==> config.mk <==
export PLATFORM = sky130hd
export DESIGN_NAME = c_pseq
export DESIGN_NICKNAME = d
export VERILOG_FILES = /design/src/rtl/c_pseq.sv
export SDC_FILE = /design/constraint.sdc
export NUM_CORES = 1
export LEC_CHECK = 0
export ABC_CLOCK_PERIOD_IN_PS = 2300
export CORE_ASPECT_RATIO = 1.2
export CORE_MARGIN = 2
export CORE_UTILIZATION = 35
export DETAILED_ROUTE_END_ITERATION = 8
export GPL_TIMING_DRIVEN = 1
export HOLD_SLACK_MARGIN = 0.02
export MAX_ROUTING_LAYER = met4
export PLACE_DENSITY_LB_ADDON = 0.25
export SYNTH_ARGS = -nofsm -noshare
export SYNTH_HDL_FRONTEND = slang
export SYNTH_SLANG_ARGS = --single-unit
==> constraint.sdc <==
create_clock -name clk -period 2.3 [get_ports clk]
set_input_delay 0.23 -clock clk [delete_from_list [all_inputs] [get_ports clk]]
set_output_delay 0.23 -clock clk [all_outputs]
set_load 0.03 [all_outputs]
==> src/rtl/c_pseq.sv <==
// Power sequencer: enables rails in ascending order and waits for each power-good.
// It then holds system reset, runs, and powers down in reverse order. Any rail loss or timeout latches a fault.
module c_pseq #(
   parameter int N     = 3,
   parameter int T_PG  = 200,
   parameter int T_GAP = 10,
   parameter int T_RST = 50,
   parameter int T_OFF = 10,
   parameter int CW    = 16
) (
   input  logic         clk,
   input  logic         rst_n,
   input  logic         pwr_req,
   input  logic [N-1:0] pg,
   output logic [N-1:0] en,
   output logic         rst_out_n,
   output logic         fault,
   output logic [2:0]   state
);

   localparam int IW = (N > 1) ? $clog2(N) : 1;

   typedef enum logic [2:0] {
      S_OFF      = 3'd0,
      S_ON_WAIT  = 3'd1,
      S_ON_GAP   = 3'd2,
      S_RST_HOLD = 3'd3,
      S_RUN      = 3'd4,
      S_OFF_SEQ  = 3'd5,
      S_FAULT    = 3'd6
   } state_t;

   state_t          state_q, state_d;
   logic [CW-1:0]   timer_q, timer_d;
   logic [IW-1:0]   idx_q, idx_d;
   logic [N-1:0]    en_q, en_d;
   logic            rst_out_n_q, rst_out_n_d;
   logic            fault_q, fault_d;

   logic            req_meta_q, req_s_q;
   logic [N-1:0]    pg_meta_q, pg_s_q;
   logic [N-1:0]    pg_good_raw;

   logic [N-1:0]    below_idx, upto_idx, onehot_cur, onehot_inc;
   logic [IW-1:0]   idx_inc;
   logic [CW-1:0]   timer_inc;
   logic            loss_lt, loss_le, cur_good, last_rail;

   // Open-drain pg: anything but a hard 0 (including a floating z) counts as good.
   for (genvar gi = 0; gi < N; gi++) begin : g_rail
      assign pg_good_raw[gi] = (pg[gi] !== 1'b0);
      assign below_idx[gi]   = (idx_q > IW'(gi));
      assign upto_idx[gi]    = (idx_q >= IW'(gi));
      assign onehot_cur[gi]  = (idx_q == IW'(gi));
      assign onehot_inc[gi]  = (idx_inc == IW'(gi));
   end

   assign idx_inc   = idx_q + 1'b1;
   assign timer_inc = (timer_q == {CW{1'b1}}) ? timer_q : timer_q + 1'b1;
   assign loss_lt   = |(below_idx & ~pg_s_q);
   assign loss_le   = |(upto_idx & ~pg_s_q);
   assign cur_good  = pg_s_q[idx_q];
   assign last_rail = (idx_q == IW'(N - 1));

   always_ff @(posedge clk or negedge rst_n) begin
      if (!rst_n) begin
         req_meta_q <= 1'b0;
         req_s_q    <= 1'b0;
         pg_meta_q  <= '0;
         pg_s_q     <= '0;
      end else begin
         req_meta_q <= pwr_req;
         req_s_q    <= req_meta_q;
         pg_meta_q  <= pg_good_raw;
         pg_s_q     <= pg_meta_q;
      end
   end

   always_ff @(posedge clk or negedge rst_n) begin
      if (!rst_n) begin
         state_q     <= S_OFF;
         timer_q     <= '0;
         idx_q       <= '0;
         en_q        <= '0;
         rst_out_n_q <= 1'b0;
         fault_q     <= 1'b0;
      end else begin
         state_q     <= state_d;
         timer_q     <= timer_d;
         idx_q       <= idx_d;
         en_q        <= en_d;
         rst_out_n_q <= rst_out_n_d;
         fault_q     <= fault_d;
      end
   end

   // Priority in every active state: rail fault, then power-request drop, then progress.
   always_comb begin
      state_d     = state_q;
      timer_d     = timer_inc;
      idx_d       = idx_q;
      en_d        = en_q;
      rst_out_n_d = rst_out_n_q;
      fault_d     = fault_q;
      case (state_q)
         S_OFF: begin
            if (req_s_q) begin
               state_d = S_ON_WAIT;
               idx_d   = '0;
               en_d    = N'(1);
               timer_d = '0;
            end
         end
         S_ON_WAIT: begin
            if (loss_lt || (!cur_good && timer_q == CW'(T_PG - 1))) begin
               state_d = S_FAULT;
            end else if (!req_s_q) begin
               state_d = S_OFF_SEQ;
            end else if (cur_good) begin
               state_d = last_rail ? S_RST_HOLD : S_ON_GAP;
               timer_d = '0;
            end
         end
         S_ON_GAP: begin
            if (loss_le) begin
               state_d = S_FAULT;
            end else if (!req_s_q) begin
               state_d = S_OFF_SEQ;
            end else if (timer_q == CW'(T_GAP - 1)) begin
               state_d = S_ON_WAIT;
               idx_d   = idx_inc;
               en_d    = en_q | onehot_inc;
               timer_d = '0;
            end
         end
         S_RST_HOLD: begin
            if (loss_le) begin
               state_d = S_FAULT;
            end else if (!req_s_q) begin
               state_d = S_OFF_SEQ;
            end else if (timer_q == CW'(T_RST - 1)) begin
               state_d     = S_RUN;
               rst_out_n_d = 1'b1;
               timer_d     = '0;
            end
         end
         S_RUN: begin
            if (loss_le) begin
               state_d = S_FAULT;
            end else if (!req_s_q) begin
               state_d = S_OFF_SEQ;
            end
         end
         S_OFF_SEQ: begin
            if (timer_q == CW'(T_OFF - 1)) begin
               en_d    = en_q & ~onehot_cur;
               timer_d = '0;
               if (idx_q == '0) begin
                  state_d = S_OFF;
               end else begin
                  idx_d = idx_q - 1'b1;
               end
            end
         end
         S_FAULT: begin
            if (!req_s_q) begin
               state_d = S_OFF;
               fault_d = 1'b0;
               timer_d = '0;
            end
         end
         default: begin
            state_d = S_OFF;
            timer_d = '0;
         end
      endcase
      // Entry actions shared by every path into FAULT / OFF_SEQ.
      if (state_d == S_FAULT && state_q != S_FAULT) begin
         en_d        = '0;
         rst_out_n_d = 1'b0;
         fault_d     = 1'b1;
         timer_d     = '0;
      end else if (state_d == S_OFF_SEQ && state_q != S_OFF_SEQ) begin
         rst_out_n_d = 1'b0;
         timer_d     = '0;
      end
   end

   assign en        = en_q;
   assign rst_out_n = rst_out_n_q;
   assign fault     = fault_q;
   assign state     = state_q;

endmodule

==> flow_metrics.env <==
export IMPL_route_detailed_wl_per_inst_um=13.62
export IMPL_clockBufferDepth=2
export IMPL_fin_crit_period_ns=2.346
export IMPL_dp_cells=352
export IMPL_clockRootBuffer="sky130_fd_sc_hd__clkbuf_8"
export IMPL_layout_common_cells="43 x sky130_fd_sc_hd__buf_4, 32 x sky130_fd_sc_hd__dfrtp_1, 25 x sky130_fd_sc_hd__nor2_1, 22 x sky130_fd_sc_hd__nand3_1, 15 x sky130_fd_sc_hd__a21oi_1"
export IMPL_average_cell_area_after_synthesis_um2=9.181
export IMPL_tritoncts_num_buffers=5
export IMPL_globalplace_congestion=0.8755
export IMPL_timing_max_cap_violations=0
export IMPL_timing_hold_ws_ns=0.3487
export IMPL_layout_drive_gt1_share_pct=26.86
export IMPL_drc_markers=0
export IMPL_max_vdd_ir_drop_uv=445.7
export IMPL_detailedRoute_firstIterationViolations=75
export IMPL_worst_ep_required_time_ns=2.47
export IMPL_grt_pass1_wl_um=8431
export IMPL_seq_power_share_pct=27.5
export IMPL_most_common_cell_after_layout_fill_and_taps_aside="sky130_fd_sc_hd__buf_4"
export IMPL_final_setup_viol_count=16
export IMPL_synth_cell_area_um2=2066
export IMPL_crit_path_end_kind="register"
export IMPL_netlist_instances=225
export IMPL_rsz0062_at_grt="true"
export IMPL_synth_yosys_seq_area_share_pct=41.19
export IMPL_p_int_mw=1.825
export IMPL_synth_enable_flop_cells=0
export IMPL_layout_nets=295
export IMPL_grt_antenna_before_repair=0
export IMPL_cts_hold_repair_buffers=0
export IMPL_final_routed_wirelength_um=4943
export IMPL_dr_pass1_iters=4
export IMPL_yosys_warnings=0
export IMPL_hold_path_class="input port to async pin"
export IMPL_floorplan_initialDensity_pct=36.45
export IMPL_async_flop_share_pct=100.0
export IMPL_finalClockSkew_ns=0.002076
export IMPL_cts_reportedPaths_clkPinSlew_ns=0.07
export IMPL_worst_r2r_endpoint="timer_q[12]"
export IMPL_outcome="finished with violations"
export IMPL_clk_insertion_delay_late_ns=0.28
export IMPL_setup_reg_to_reg_worst_slack_ns=-0.05
export IMPL_place_port_buffers=13
export IMPL_layout_area_overhead_vs_synth_pct=35.07
export IMPL_synth_fp_nets=238
export IMPL_cell_chain_of_the_critical_path="inv_2 > ha_4 > nor2_2 > a221o_1 > or4_4 > a32oi_2 > nor3_2 > a21oi_2 > buf_12 > a211oi_1"
export IMPL_worst_slew_pin_slew_ns=0.4494
export IMPL_timing_critical_path_max_delay_family="compound AO/OA/AOI/OAI gates"
export IMPL_worst_path_buf_inv=2
export IMPL_timing_worst_setup_path_type="register to register"
export IMPL_postSynthRegisterBits=34
export IMPL_placed_cell_area_um2=2616
export IMPL_register_area_um2=853.3
export IMPL_drtAntennaViolNets=0
export IMPL_core_area_um2=5668
export IMPL_clock_fmax_mhz=426.2
export IMPL_regToRegStartpoint="idx_q[0]"
export IMPL_ports=14
export IMPL_timing_final_crit_share_pct=102.0
export IMPL_overflow=0
export IMPL_slowest_cell_delay_on_critical_path_ns=0.46
export IMPL_clock_tree_htree_level_count=2
export IMPL_footprint_of_the_multi_input_gates_um2=1207
export IMPL_critPathSlowestCell="sky130_fd_sc_hd__dfrtp_2"
export IMPL_clock_sinks=34
export IMPL_timing_critical_path_depth=10
export IMPL_chipHeight_um=88.16
export IMPL_routed_via_count=1855
export IMPL_rows=30
export IMPL_fin_total_pwr_mw=3.000
export IMPL_chipWidth_um=74.13
export IMPL_largest_net_degree_at_the_start_of_global_routing=35
export IMPL_power_leakage_nw=1.204
export IMPL_timing_final_hold_violations=0
export IMPL_number_of_global_route_vias_before_repair=1803
export IMPL_worst_ep_arrival_time_ns=2.51
export IMPL_hpwlAfterDp_um=3765
export IMPL_startpoint_type="register"
export IMPL_power_per_cell_area_nw_per_um2=1075
export IMPL_antenna_cells=0
export IMPL_yosysUniqueCellTypes=53
export IMPL_worstSetupStartpoint="idx_q[0]"
export IMPL_design_die_area_um2=6535
export IMPL_reg2regPathDepth=10
export IMPL_cp_endpoint="timer_q[12]"
export IMPL_final_max_slew_violation_count=0
export IMPL_num_fill_cells=550
export IMPL_routed_via_density=5.110
export IMPL_instances_no_fill=363
export IMPL_sw_frac_of_total_pct=39.17
export IMPL_violations="negative setup slack"
export IMPL_total_switching_power_mw=1.175
export IMPL_timing_slew_headroom_pct=69.81
export IMPL_setup_slack_ns=-0.04621
export IMPL_crit_fanout=16
export IMPL_grt_util_all_layers_pct=17.41
export IMPL_tritoncts="done"
export IMPL_ys_flop_type="sky130_fd_sc_hd__dfrtp_1"
export IMPL_proportion_of_power_drawn_by_the_clock_network_pct=18.7
export IMPL_final_cell_area_um2=2790
export IMPL_pwr_share_comb_pct=53.8
registers in the layout, summed over array words and instances (netlist names):
name,count
timer_q,16
req_s_q,1
req_meta_q,1
state,3
idx_q,2
en,3
pg_s_q,3
rst_out_n,1
pg_meta_q,3
fault,1
metrics by stage:
stage	utilization (%)	TNS, ns	setup slack, ns
6_report	49.23	-0.5574	-0.04621
5_1_grt	49.23	-3.049	-0.1718
4_1_cts	48.63	-0.9090	-0.06392
3_5_place_dp	46.16	-1.099	-0.1637
3_3_place_gp	46.16	-1.299	-0.1862
2_1_floorplan	-	-0.2009	-0.02133
power by group through the flow:
stage / Clock, mW / Combinational [mW] / Sequential, mW
CTS: 0.585 / 1.60 / 0.826
detailed placement: 0 / 1.55 / 0.833
global placement: 0 / 1.55 / 0.827
floorplan: 0 / 0.877 / 0.866
global route: 0.606 / 1.79 / 0.841
finish: 0.561 / 1.62 / 0.825
cell families after synthesis:
group                      synth area share, %
adders and majority gates                4.240
DFF                                      41.19
AOI/OAI and AO/OA                        15.87
buffers and inverters                    3.634
and+or+nand+nor                          29.44
xor gates and xnor gates                 4.664
muxes                                   0.9691
layer usage:
| metal | up-vias | routed length, µm | GRT usage (%) |
|---|---|---|---|
| met2 | 25 | 2562 | 28.81 |
| met5 | - | 0 | - |
| met3 | 6 | 152 | 3.107 |
| met4 | 0 | 81 | 6.446 |
| met1 | 886 | 2146 | 20.99 |
| li1 | 938 | - | - |
Yosys cell counts (all sizes together), types with 2 or more instances:
library cell / instances / area share, %
a211oi: 3 / 1.1
a21o: 2 / 0.73
a21oi: 17 / 4.3
a221o: 2 / 0.97
a31oi: 3 / 0.91
and2: 2 / 0.61
and3: 6 / 1.8
and4: 5 / 2.1
buf: 3 / 1.0
clkbuf: 4 / 0.79
dfrtp: 34 / 41
ha: 7 / 4.2
inv: 10 / 1.8
mux2i: 2 / 0.97
nand2: 10 / 1.8
nand2b: 2 / 0.61
nand3: 22 / 5.3
nand4: 4 / 1.2
nor2: 27 / 4.9
nor2b: 4 / 1.2
nor3: 8 / 2.2
nor3b: 3 / 1.3
nor4: 3 / 2.4
o21ai: 9 / 2.2
o22ai: 2 / 0.61
or3: 2 / 0.61
xnor2: 5 / 2.1
xor2: 6 / 2.5
worst register-to-register path, stage by stage (launching register included):
cell	delay (ns)
sky130_fd_sc_hd__dfrtp_2	0.46
sky130_fd_sc_hd__inv_2	0.11
sky130_fd_sc_hd__ha_4	0.16
sky130_fd_sc_hd__nor2_2	0.04
sky130_fd_sc_hd__a221o_1	0.30
sky130_fd_sc_hd__or4_4	0.43
sky130_fd_sc_hd__a32oi_2	0.26
sky130_fd_sc_hd__nor3_2	0.06
sky130_fd_sc_hd__a21oi_2	0.19
sky130_fd_sc_hd__buf_12	0.16
sky130_fd_sc_hd__a211oi_1	0.06
how the worst min path moves through the flow:
stage                 startpoint         to  slack, ns  cells after the start
floorplan                  rst_n      en[0]      -0.07                      0
global placement    pg_meta_q[2]  pg_s_q[2]       0.33                      0
detailed placement    req_meta_q    req_s_q       0.34                      0
CTS                 pg_meta_q[0]  pg_s_q[0]       0.35                      0
global route          req_meta_q    req_s_q       0.35                      0
finish                     rst_n   state[1]       0.35                      2
cell type report:
class                           instances  area share (%)
Clock buffer                            7           3.094
Clock inverter                          1           1.076
Inverter                               10           1.435
Multi-Input combinational cell        174           43.27
Sequential cell                        34           30.58
Tap cell                               80           3.587
Timing Repair Buffer                   57           16.95
timing repair:
action                     in CTS  in global routing
setup endpoints to repair      20                 21
gates resized for setup         6                  6
setup buffers                   1                  2
pin swaps                       8                  7
Power figures use the tool's default switching activity.
